==> src/rtl/seq_ctrl.sv <==
// rtl/seq_ctrl.sv - multi-cycle instruction sequencer (fetch/decode/exec/mem/wb)
//
// Ports:
//   clk, rst_n            clock; asynchronous active-low reset
//   start                 leave IDLE (ignored in every other state)
//   opcode, instr_class   decoded instruction fields, sampled only in DECODE
//   cond_pass, en_status  condition result and S bit, sampled in DECODE
//   imem_ready/dmem_ready memory completion strobes
//   imem_req, dmem_req,   memory requests; dmem_we marks a store
//   dmem_we
//   load_ir, load_pc,     datapath enables
//   load_rf, link_wr,
//   load_status, sel_wb   sel_wb 0=ALU result, 1=memory data
//   sel_pc                PC source: 00 PC+4, 01 imm24 target, 10 register
//   state, halted         current state code, halt indication
//   retired_cnt           retired instruction count (wraps)
module seq_ctrl (
  input  logic        clk,
  input  logic        rst_n,
  input  logic        start,
  input  logic [6:0]  opcode,
  input  logic [1:0]  instr_class,
  input  logic        cond_pass,
  input  logic        en_status,
  input  logic        imem_ready,
  input  logic        dmem_ready,
  output logic        imem_req,
  output logic        dmem_req,
  output logic        dmem_we,
  output logic        load_ir,
  output logic        load_pc,
  output logic        load_rf,
  output logic        link_wr,
  output logic        load_status,
  output logic        sel_wb,
  output logic [1:0]  sel_pc,
  output logic [2:0]  state,
  output logic        halted,
  output logic [15:0] retired_cnt
);

  typedef enum logic [2:0] {
    S_IDLE   = 3'd0,
    S_FETCH  = 3'd1,
    S_DECODE = 3'd2,
    S_EXEC   = 3'd3,
    S_MEM    = 3'd4,
    S_WB     = 3'd5,
    S_HALT   = 3'd6
  } state_t;

  typedef enum logic [2:0] {
    K_ALU    = 3'd0,
    K_BR_IMM = 3'd1,
    K_BR_REG = 3'd2,
    K_MEM    = 3'd3,
    K_HALT   = 3'd4
  } kind_t;

  state_t state_q, state_d;

  // Instruction attributes captured in DECODE; EXEC/MEM/WB look only at these.
  kind_t kind_q;
  logic  store_q;
  logic  link_q;
  logic  cmp_q;
  logic  ens_q;

  kind_t dec_kind;
  logic  dec_store;
  logic  dec_link;
  logic  dec_cmp;
  logic  retire;
  logic  is_load;

  // Classification of the instruction currently presented by the decoder.
  always_comb begin
    dec_kind  = K_ALU;
    dec_store = 1'b0;
    dec_link  = 1'b0;
    case (instr_class)
      2'b00: begin
        if (opcode == 7'b0000001 || opcode == 7'b0000111) begin
          dec_kind = K_HALT;
        end else if (opcode == 7'b1000001 || opcode == 7'b1000101) begin
          dec_kind = K_BR_REG;
          dec_link = (opcode == 7'b1000101);
        end else begin
          dec_kind = K_ALU;
        end
      end
      2'b01: begin
        dec_kind  = K_MEM;
        dec_store = (opcode[6:4] == 3'b111);
      end
      2'b10: begin
        dec_kind = K_BR_IMM;
        dec_link = (opcode == 7'b1000100);
      end
      default: dec_kind = K_HALT;
    endcase
    dec_cmp = (dec_kind == K_ALU) && opcode[3] && (opcode[2:0] == 3'b010);
  end

  always_ff @(posedge clk or negedge rst_n) begin
    if (!rst_n) begin
      state_q <= S_IDLE;
    end else begin
      state_q <= state_d;
    end
  end

  always_ff @(posedge clk or negedge rst_n) begin
    if (!rst_n) begin
      kind_q  <= K_ALU;
      store_q <= 1'b0;
      link_q  <= 1'b0;
      cmp_q   <= 1'b0;
      ens_q   <= 1'b0;
    end else if (state_q == S_DECODE) begin
      kind_q  <= dec_kind;
      store_q <= dec_store;
      link_q  <= dec_link;
      cmp_q   <= dec_cmp;
      ens_q   <= en_status;
    end
  end

  // Held when nothing retires so the count only moves on a retire edge.
  always_ff @(posedge clk or negedge rst_n) begin
    if (!rst_n) begin
      retired_cnt <= 16'd0;
    end else if (retire) begin
      retired_cnt <= retired_cnt + 16'd1;
    end
  end

  assign is_load = (kind_q == K_MEM) && !store_q;
  assign state   = state_q;

  always_comb begin
    state_d     = state_q;
    imem_req    = 1'b0;
    dmem_req    = 1'b0;
    dmem_we     = 1'b0;
    load_ir     = 1'b0;
    load_pc     = 1'b0;
    load_rf     = 1'b0;
    link_wr     = 1'b0;
    load_status = 1'b0;
    sel_wb      = 1'b0;
    sel_pc      = 2'b00;
    halted      = 1'b0;
    retire      = 1'b0;
    case (state_q)
      S_IDLE: begin
        if (start) state_d = S_FETCH;
      end
      S_FETCH: begin
        imem_req = 1'b1;
        if (imem_ready) begin
          load_ir = 1'b1;
          state_d = S_DECODE;
        end
      end
      S_DECODE: begin
        // A halting instruction stops regardless of its condition and never retires.
        if (dec_kind == K_HALT) begin
          state_d = S_HALT;
        end else if (!cond_pass) begin
          load_pc = 1'b1;
          retire  = 1'b1;
          state_d = S_FETCH;
        end else begin
          state_d = S_EXEC;
        end
      end
      S_EXEC: begin
        case (kind_q)
          K_BR_IMM: begin
            load_pc = 1'b1;
            sel_pc  = 2'b01;
            link_wr = link_q;
            retire  = 1'b1;
            state_d = S_FETCH;
          end
          K_BR_REG: begin
            load_pc = 1'b1;
            sel_pc  = 2'b10;
            link_wr = link_q;
            retire  = 1'b1;
            state_d = S_FETCH;
          end
          K_MEM:   state_d = S_MEM;
          default: state_d = S_WB;
        endcase
      end
      S_MEM: begin
        dmem_req = 1'b1;
        dmem_we  = store_q;
        if (dmem_ready) begin
          if (store_q) begin
            load_pc = 1'b1;
            retire  = 1'b1;
            state_d = S_FETCH;
          end else begin
            state_d = S_WB;
          end
        end
      end
      S_WB: begin
        // CMP only updates flags; loads never touch flags.
        load_rf     = !cmp_q;
        sel_wb      = is_load;
        load_status = cmp_q ? 1'b1 : (is_load ? 1'b0 : ens_q);
        load_pc     = 1'b1;
        retire      = 1'b1;
        state_d     = S_FETCH;
      end
      S_HALT: begin
        halted = 1'b1;
      end
      default: state_d = S_IDLE;
    endcase
  end

endmodule

==> config.mk <==
export PLATFORM = sky130hd
export DESIGN_NAME = seq_ctrl
export DESIGN_NICKNAME = d
export VERILOG_FILES = /design/src/rtl/seq_ctrl.sv
export SDC_FILE = /design/constraint.sdc
export NUM_CORES = 1
export LEC_CHECK = 0
export CAP_MARGIN = 20
export CORE_MARGIN = 5
export CORE_UTILIZATION = 51
export CTS_CLUSTER_SIZE = 14
export DETAILED_ROUTE_END_ITERATION = 10
export PLACE_DENSITY = 0.92
export RECOVER_POWER = 25
export SYNTH_ARGS = -nofsm -noshare
export SYNTH_HDL_FRONTEND = slang
export SYNTH_SLANG_ARGS = --single-unit
==> constraint.sdc <==
create_clock -name clk -period 4 [get_ports clk]
set_input_delay 0.8 -clock clk [delete_from_list [all_inputs] [get_ports clk]]
set_output_delay 0.8 -clock clk [all_outputs]
set_load 0.02 [all_outputs]
# Yosys cells after proc, flatten, opt, wreduce, memory -nomap -nowiden
# Cells that the tools add are included.
word_totals:
  register_bits: 26
  wordCells: 79
  in_bits: 16
classes:
  reduce_logical: 12
  n_mux: 36
  eq_ne: 22
  n_bitwise: 1
  add_sub_neg: 1
op_table:
  columns: ["cell", "count"]
  rows:
  - ["$eq A7 B7 Y1 const B", 3]
  - ["$mux W1", 21]
  - ["$pmux W3 S7", 1]
  - ["$mux W3", 6]
  - ["$add A16 B1 Y16 const B", 1]
  - ["$eq A3 B2 Y1 const B", 5]
  - ["$eq A3 B3 Y1 const B", 5]
  - ["$pmux W3 S3", 1]
  - ["$eq A7 B1 Y1 const B", 1]
  - ["$eq A7 B3 Y1 const B", 1]
  - ["$eq A3 B1 Y1 const B", 2]
  - ["$logic_not A3 Y1", 2]
  - ["$mux W2", 3]
  - ["$ne A2 B2 Y1 const B", 3]
  - ["$pmux W3 S2", 1]
  - ["$pmux W1 S4", 1]
  - ["$pmux W2 S2", 1]
  - ["$reduce_and A4 Y1", 1]
  - ["$logic_and A1 B1 Y1", 3]
  - ["$eq A2 B1 Y1 const B", 1]
  - ["$eq A2 B2 Y1 const B", 1]
  - ["$logic_not A1 Y1", 2]
  - ["$logic_not A2 Y1", 1]
  - ["$logic_or A1 B1 Y1", 2]
  - ["3 further kinds", 3]

# Longest topological paths before layout
# Gate-level depths: netlist (run 1).
logic_depth:
  depth_word: 8
  depth_mapped: 7
  ltp_nobuf: 6

# Least setup slack after synthesis (run 1)
# OpenSTA, ideal clock, no wires.
synth_timing:
  path_type: "in2out"
  start: "input instr_class[0]"
  end: "output load_pc"
  path_buffers: 0
  slack_ns: 1.191
  cell_stages: 5
  arrival_ns: 2.009
  required_time_ns: 3.200
  path_cell_list: "inv_1 > ha_1 > and3b_1 > a221o_2 > nand2_1"
synth_between:
  elab_chain_len: 5
synth_rtl:
  columns: ["element", "line", "rtl"]
  rows:
  - ["start: declaration", "22", "input logic [1:0] instr_class,"]
  - ["$eq A2 B2 Y1 (tied with other cells)", "81", "case (instr_class)"]
  - ["$pmux W3 S3 (*)", "81", null]
  - ["net dec_kind[0]", "69", "kind_t dec_kind;"]
  - ["$eq A3 B3 Y1 (*)", "168", "if (dec_kind == K_HALT) begin"]
  - ["$mux W1 (*)", "168", null]
  - ["$pmux W1 S4 (*)", "155", "case (state_q)"]
  - ["end: declaration", "31", "output logic load_pc,"]
# The timed path passes the listed nets; every way through them passes the cells marked *.

# Worst setup path in the final report (run 1)
# Ends and elaborated chain as after synthesis.

==> results by stage, run 1 <==
Synth:
- The cell count after synthesis came out at 163.
- The post-synthesis sequential area ratio is 0.407.
- Summing every instance area after synthesis gives 1600 sq um.
- Each instance of the synthesized netlist takes up on average 9.82 sq um.
- The total nets after synthesis is 184.
- The flip-flop cell with the highest count after synthesis is dfrtp_1.
- The fraction of registers with async set or reset after synthesis is 1.00.
- The number of synthesized register bits is 26.
- Counting distinct cell types in the post-synthesis netlist gives 43.
- The Yosys warning count is 0.
- The number of synthesized flops with an enable pin is 0.

Detailed routing:
- The remaining antenna violation count after routing is 0.
- For this run, design rule violations remaining after detail routing come to 0.
- The number of detailed-route iterations in the first pass is 4.
- The final route contains 1376 vias.
- In the routed layout, each cell is associated on average with a via count of 5.38.
- After detailed routing, the total wire length is 3480 microns.
- Dividing the detail-routed wire length by the instance count gives 13.6 microns.
- The detailed router finished its first iteration with 88 violations.

Pwr:
- The total leakage power is 0.949 nW.
- The relative contribution of the clock network to total power is 0.182.
- Power spread over the standard cell area amounts to 454 nW/um^2.
- The analysis attributes to net switching a power of 0.000371 W.
- Of the total power, registers draw 0.404.
- The internal power of the cells totals 0.000609 W.
- The worst IR drop on VDD is 0.174 mV.
- The portion of total power attributed to combinational logic is 0.413.
- Of the total power, the share spent switching nets is 0.379.

GRT:
- The via count of the first global-routing pass is 1415.
- met2 is the most crowded layer.
- The fraction of met2 tracks used by global routing is 0.304.
- After global routing the overflow that remains totals 0.
- The wire length of the first global-routing pass is 6030 microns.
- Across every metal layer, demand over resource in global routing totals 0.176.
- The met3 layer usage reported by global route is 0.0187.
- The global-route met1 utilization is 0.220.
- The pin count of the biggest net entering global routing is 27.
- The number of antenna violations at the first check in global routing is 0.

Floorplan:
- The die boundary width is 66.0 microns.
- For this configuration, the core starts out at a cell density of 0.529.
- The floorplan has 20 rows.
- The area of the core is 3030 sq um.
- The vertical extent of the die is 66.0 microns.
- The floorplan die area is 4360 sq um.
- During I/O placement, the number of pins put on the boundary was 47.

CTS:
- The clock passes through at most 2 buffers.
- The later pin in the worst-skew pair is clocked with a latency of 0.32 ns.
- The clock net sink count is 26.
- Clock-pin slew was measured on the worst setup and hold paths at 0.13 ns.
- The clock root buffer is clkbuf_4.
- In this run the number of H-tree levels came out at 1.
- The TritonCTS clock tree is done.
- Buffers added to address setup during post-CTS repair amount to 0.
- The total CTS buffers is 3.

Timing:
- The max-slew headroom at the worst pin is 0.127.
- The clock period minus final worst setup slack is 3.52 ns.
- The final-report hold violation count was 0.
- The summed negative setup slack over all endpoints is 0 ns.
- Setup repair after global routing left no endpoint under its margin.
- The post-route clock skew is 0.00749 ns.
- The total count of max-transition violations in the final report is 0.
- The final-report setup violation count is 0.
- The actual slew at the worst max-slew pin is 1.31 ns.
- The final critical-path share of the clock period is 0.880.
- For this run, the top clock speed supported by timing is 0.284 GHz.
- The tightest hold path in the finished design has a slack of 0.489 ns.

Worst hold path:
- The sink of the worst hold path is ens_q$_DFFE_PN0N_.
- The worst hold path begins at ens_q$_DFFE_PN0N_.
- The worst hold path was traced through 2 stages.
- The min-delay analysis places its worst path in the category reg2reg.

Setup path:
- STA puts the critical path data required time at 3.20 ns.
- The terminus of the critical flop-to-flop path is retired_cnt[15]$_DFFE_PN0P_.
- STA classifies the critical path endpoint as a primary output.
- Of all nets on the critical path, the largest fanout is 4.
- The reg-to-reg critical path startpoint is state[1]$_DFFE_PN0P_.
- The count of cells along the worst register-to-register path is 6.
- The kind of critical path is in2out.
- The worst setup path is launched from an input port.
- The arrival time of data at the critical path endpoint is 2.72 ns.
- For flop-to-flop paths, the worst setup slack is 1.65 ns.

Placed design:
- Input and output buffers added on the ports amount to 46.
- The final HPWL from detailed placement is 2760 microns.
- The congestion estimate from routability-driven global placement came to 0.845.

Job:
- Across the run, the number of max-cap violations was 0.

Final layout:
- The antenna cell count is 0.
- Of the cells placed in the final design, the portion with a size suffix greater than 1 is 0.0849.
- The net count of the finished layout is 234.
- Compared with the post-synthesis result, the final layout area differs by 34.9%.

Run status:
- The flow ran to the end, and the final reports show no timing, DRC or antenna violations.
==> worst max-delay path, cell delays in order <==
cell and delay, ns:
clkdlybuf4s50_1 0.52, inv_1 0.08, ha_1 0.34, and3b_1 0.20, a221o_2 0.40, nand2_1 0.14, dlymetal6s2s_1 0.25
==> state kept, by name, indices dropped and copies added, names as in the netlist <==
| signal | cells |
|---|---|
| store_q | 1 |
| cmp_q | 1 |
| state | 3 |
| kind_q | 3 |
| retired_cnt | 16 |
| ens_q | 1 |
| link_q | 1 |
==> Yosys cell counts, types with 2 or more instances <==
cell | instances | area (sq um)
nor4b_1 | 3 | 26.3
inv_1 | 9 | 33.8
nand2b_1 | 4 | 25.0
nand2_1 | 16 | 60.1
nor3_1 | 4 | 20.0
nor2b_1 | 3 | 18.8
and2_1 | 3 | 18.8
xnor2_1 | 3 | 26.3
a2111oi_2 | 3 | 45.0
a21o_1 | 2 | 15.0
or3_1 | 3 | 18.8
a22o_1 | 2 | 17.5
nor2_1 | 9 | 33.8
o22ai_1 | 3 | 18.8
nand3_1 | 10 | 50.1
a211oi_2 | 6 | 75.1
dfrtp_1 | 26 | 651
ha_1 | 5 | 62.6
buf_6 | 2 | 22.5
xor2_1 | 14 | 123
nand3b_1 | 3 | 22.5
o21ai_0 | 3 | 15.0
a21oi_1 | 7 | 35.0
==> routing by layer <==
| layer | vias up | share of wire | routed length (microns) |
|---|---|---|---|
| met4 | 0 | 0.014 | 49 |
| met5 | - | 0 | 0 |
| met1 | 651 | 0.43 | 1510 |
| met3 | 4 | 0.038 | 132 |
| li1 | 688 | - | - |
| met2 | 33 | 0.51 | 1790 |
==> power groups by stage <==
stage               logic (W)  registers (W)  clock network (W)
finish               0.000405       0.000396           0.000179
global placement     0.000398       0.000402                  0
global route         0.000444       0.000409           0.000194
CTS                  0.000411       0.000397           0.000182
floorplan            0.000242       0.000408                  0
detailed placement   0.000409       0.000402                  0
==> placed cells by master (no fill, tap or decap), types with 2 or more instances in the layout <==
cell type,count
nand2b_1,4
a21o_1,2
a21oi_1,7
clkdlybuf4s50_1,44
nand2_1,16
nor2_1,9
nor3_1,4
and2_1,3
nand3b_1,3
a2111oi_2,3
a211oi_2,6
a22o_1,2
o21ai_0,3
xor2_1,14
nor2b_1,3
inv_1,9
o22ai_1,3
xnor2_1,3
dfrtp_1,26
or3_1,3
clkbuf_4,3
ha_1,5
buf_4,2
nor4b_1,3
nand3_1,10
==> cell type report <==
type                    instances  area, sq um
multi-input cells             124          885
fillers                       236          870
flip-flops and latches         26          651
repair buffers                 49          482
well taps                      44         55.1
inverters                       9         33.8
clock inverters                 1         30.0
clock buffers                   3         22.5
==> through the flow <==
step                instance area (sq um)  setup WS [ns]  std cells   util  total power (W)
global placement                     2110          0.151        252  0.696         0.000801
finish                               2160          0.480        256  0.713         0.000980
detailed placement                   2110         0.0874        252  0.696         0.000811
CTS                                  2160         0.0852        256  0.713         0.000990
floorplan                            1600           1.19        163      -         0.000650
global route                         2160          0.383        256  0.713          0.00105
==> how the worst max path moves through the flow <==
stage / slack (ns) / startpoint / endpoint / depth (start not counted)
4_1_cts: 0.09 / instr_class[0] / load_pc / 7
5_1_grt: 0.38 / instr_class[0] / load_pc / 7
6_report: 0.48 / instr_class[0] / load_pc / 7
3_5_place_dp: 0.09 / instr_class[0] / load_pc / 7
3_3_place_gp: 0.15 / instr_class[0] / load_pc / 7
2_1_floorplan: 1.19 / instr_class[0] / load_pc / 5
==> logic make-up (layout without fill, tap and decap cells) <==
kind of cell             after synthesis  in the layout  share of synthesized area
AO/OA/AOI/OAI                         38             38                      0.200
buffers and inverters                 13             62                     0.0406
adder cells (fa/ha/maj)                5              5                     0.0391
XOR/XNOR                              17             17                     0.0930
AND/OR/NAND/NOR                       63             63                      0.213
flip-flops                            26             26                      0.407
multiplexers                           1              1                    0.00704
==> what timing repair did <==
item | CTS | global route
hold buffers | 0 | 0
endpoints found under the setup margin | 0 | 1
resized for setup | 0 | 1
hold endpoints to repair | 0 | 0
No activity file was read; power rests on OpenSTA's default activity.
==> run 2: changes to the inputs <==
==> constraint.sdc (replaced) <==
create_clock -name clk -period 4 [get_ports clk]
set_input_delay 0.4 -clock clk [delete_from_list [all_inputs] [get_ports clk]]
set_output_delay 0.4 -clock clk [all_outputs]
set_load 0.02 [all_outputs]
==> results by stage, run 2 (synthesized netlist as in run 1, its figures left out) <==
Timing:
- The final-report hold violation count is 0.
- Setup repair after global routing left no endpoint under its margin.
- Dividing the final minimum period by the clock period gives 0.824.
- The max-slew headroom at the worst pin is 0.0957.
- The actual slew at the worst max-slew pin is 1.36 ns.
- The final-report setup violation count is 0.
- The summed negative setup slack over all endpoints is 0 ns.
- The top achievable clock speed is 0.303 GHz.
- The worst path needs 3.30 ns of the cycle, external delays included.
- The total count of max-transition violations in the final report is 0.
- Across the routed clock network, the largest skew measured is 0.00129 ns.

Pwr:
- The relative contribution of the clock network to total power is 0.183.
- Summing internal, switching and leakage power gives 0.000987 W.
- Of the total power, registers draw 0.406.
- The total net switching power is 0.000379 W.
- In this run the static leakage power is 0.926 nW.
- The internal power summed over all cells is 0.000609 W.
- The worst IR drop on VDD is 0.220 mV.
- The power per unit of standard cell area is 460 nW/um^2.
- The portion of total power attributed to combinational logic is 0.411.
- Of the total power, the share spent switching nets is 0.384.

Placed design:
- At the end of routability-driven placement, the weighted congestion stood at 0.852.
- The total of buffers placed on input and output ports is 46.
- Detailed placement finished with a half-perimeter wire length of 2780 microns.

GRT:
- The number of antenna violations at the first check in global routing is 0.
- Summed over all layers, the global routing overflow is 0.
- The pin count of the biggest net entering global routing is 27.
- Across every metal layer, demand over resource in global routing totals 0.175.
- The wire length of the first global-routing pass is 6000 microns.
- The via count of the first global-routing pass is 1341.

CTS:
- The number of hold buffers added after cts is 0.
- The clock net sink count is 26.
- No sink is reached through more buffers than the 2 on the longest clock path.
- The tree is rooted in a clkbuf_4.
- The number of H-tree levels is 1.
- Buffers added to address setup during post-CTS repair amount to 0.
- The clock-pin transition on the worst setup and hold timing paths is 0.14 ns.
- TritonCTS built the clock tree.
- In this run, post-CTS repair resized a total of 0 instances.
- The latest clock arrival within the worst-skew pair is 0.32 ns.
- The total CTS buffers is 3.

Setup path:
- The kind of critical path is in2out.
- Data on the critical path is required at its endpoint by 3.60 ns.
- Across all register-to-register paths, the minimum setup slack is 1.66 ns.
- Counting cells, the worst reg-to-reg path comes to 5.
- The terminus of the critical flop-to-flop path is retired_cnt[15]$_DFFE_PN0P_.
- Following the worst setup path forward leads to its endpoint at load_pc.
- Tracing the worst setup path back leads to its startpoint at instr_class[0].
- The type of element launching the critical path is an input port.
- The arrival time of data at the critical path endpoint is 2.90 ns.
- The worst setup path is captured at a primary output.
- The reg-to-reg critical path startpoint is state[1]$_DFFE_PN0P_.
- Of all nets on the critical path, the largest fanout is 15.

Floorplan:
- For this configuration, the core starts out at a cell density of 0.529.
- In this run the standard cell core region covers 3030 sq um.
- The vertical extent of the die is 66.0 microns.
- The site row count is 20.
- The die boundary width is 66.0 microns.
- The die covers 4360 sq um.
- The I/O pin total is 47.

Detailed routing:
- The remaining antenna violation count after routing is 0.
- The post-detailed-route via-to-cell ratio is 5.58.
- The number of DRC violations after detailed routing is 0.
- The routed wirelength normalized by instance count is 14.1 microns.
- The overall via count from detail_route is 1424.
- Wires add up to 3590 microns.
- The first TritonRoute pass finished after 4 iterations.
- The violation count after the first detailed-routing iteration is 115.

Run status:
- The run finished with clean final reports.

Final layout:
- The most common cell after layout, fill and taps aside is clkdlybuf4s50_1.
- The repair_antennas step left the layout with diodes totalling 0.
- Leaving out fill and tap cells, the most frequent cells in the layout are clkdlybuf4s50_1, dfrtp_1, nand2_1, xor2_1, nand3_1.
- The register with the most flip-flops in the layout has 16 of them.
- Compared with the post-synthesis result, the final layout area differs by 34.2%.
- The net count of the finished layout is 233.
- The register with the most flip-flops is retired_cnt.
- Of the cells placed in the final design, the portion with a size suffix greater than 1 is 0.0806.

Job:
- The max-capacitance violation count is 0.

Worst hold path:
- The class of the worst hold path is reg2reg.
==> run 2: cell types whose count changed in the layout (fill, tap and decap cells not counted) <==
cell | previous run | this run
buf_4 | 2 | 1
clkdlybuf4s50_1 | 44 | 45
dlymetal6s2s_1 | 1 | 0
==> run 2: power groups by stage <==
stage	clock network (W)	registers (W)	logic [W]
2_1_floorplan	0	0.000408	0.000242
6_report	0.000181	0.000401	0.000405
4_1_cts	0.000185	0.000399	0.000407
3_5_place_dp	0	0.000404	0.000406
3_3_place_gp	0	0.000402	0.000397
5_1_grt	0.000197	0.000412	0.000441
==> run 2: worst min-delay path by stage <==
stage                                      startpoint                          end  slack, ns  depth (start not counted)
after global routing                ens_q$_DFFE_PN0N_            ens_q$_DFFE_PN0N_       0.50                          2
after global placement              ens_q$_DFFE_PN0N_            ens_q$_DFFE_PN0N_       0.45                          2
after floorplan                                 rst_n            cmp_q$_DFFE_PN0N_       0.10                          0
after CTS                                       rst_n  retired_cnt[15]$_DFFE_PN0P_       0.43                          2
after detailed placement  retired_cnt[15]$_DFFE_PN0P_  retired_cnt[15]$_DFFE_PN0P_       0.46                          1
final                     retired_cnt[15]$_DFFE_PN0P_  retired_cnt[15]$_DFFE_PN0P_       0.49                          1
==> run 2: area by class of cell <==
type	instances	area, sq um
Inverter	9	33.8
Clock inverter	1	30.0
Sequential cell	26	651
Fill cell	226	880
Clock buffer	3	22.5
Tap cell	44	55.1
Multi-Input combinational cell	124	885
Timing Repair Buffer	48	472
==> run 2: critical path: stages <==
cell             delay [ns]
clkdlybuf4s50_1        0.53
inv_1                  0.08
ha_1                   0.34
and3b_1                0.20
a221o_2                0.55
nand2_1                0.18
clkdlybuf4s50_1        0.62
==> run 2: layer usage <==
layer	wire length, microns	GRT usage	vias up
li1	-	-	690
met1	1510	0.226	687
met2	1870	0.303	40
met3	142	0.0187	7
met4	61	0.0635	0
met5	0	0	-
==> run 2: per-stage QoR <==
stage	cell area (sq um)	worst slack, ns	cells	utilization	hold slack [ns]
3_5_place_dp	2100	0.697	251	0.693	0.460
3_3_place_gp	2100	0.750	251	0.693	0.454
5_1_grt	2150	0.560	255	0.710	0.502
2_1_floorplan	1600	1.92	163	-	0.104
4_1_cts	2150	0.699	255	0.711	0.426
6_report	2150	0.703	255	0.710	0.491
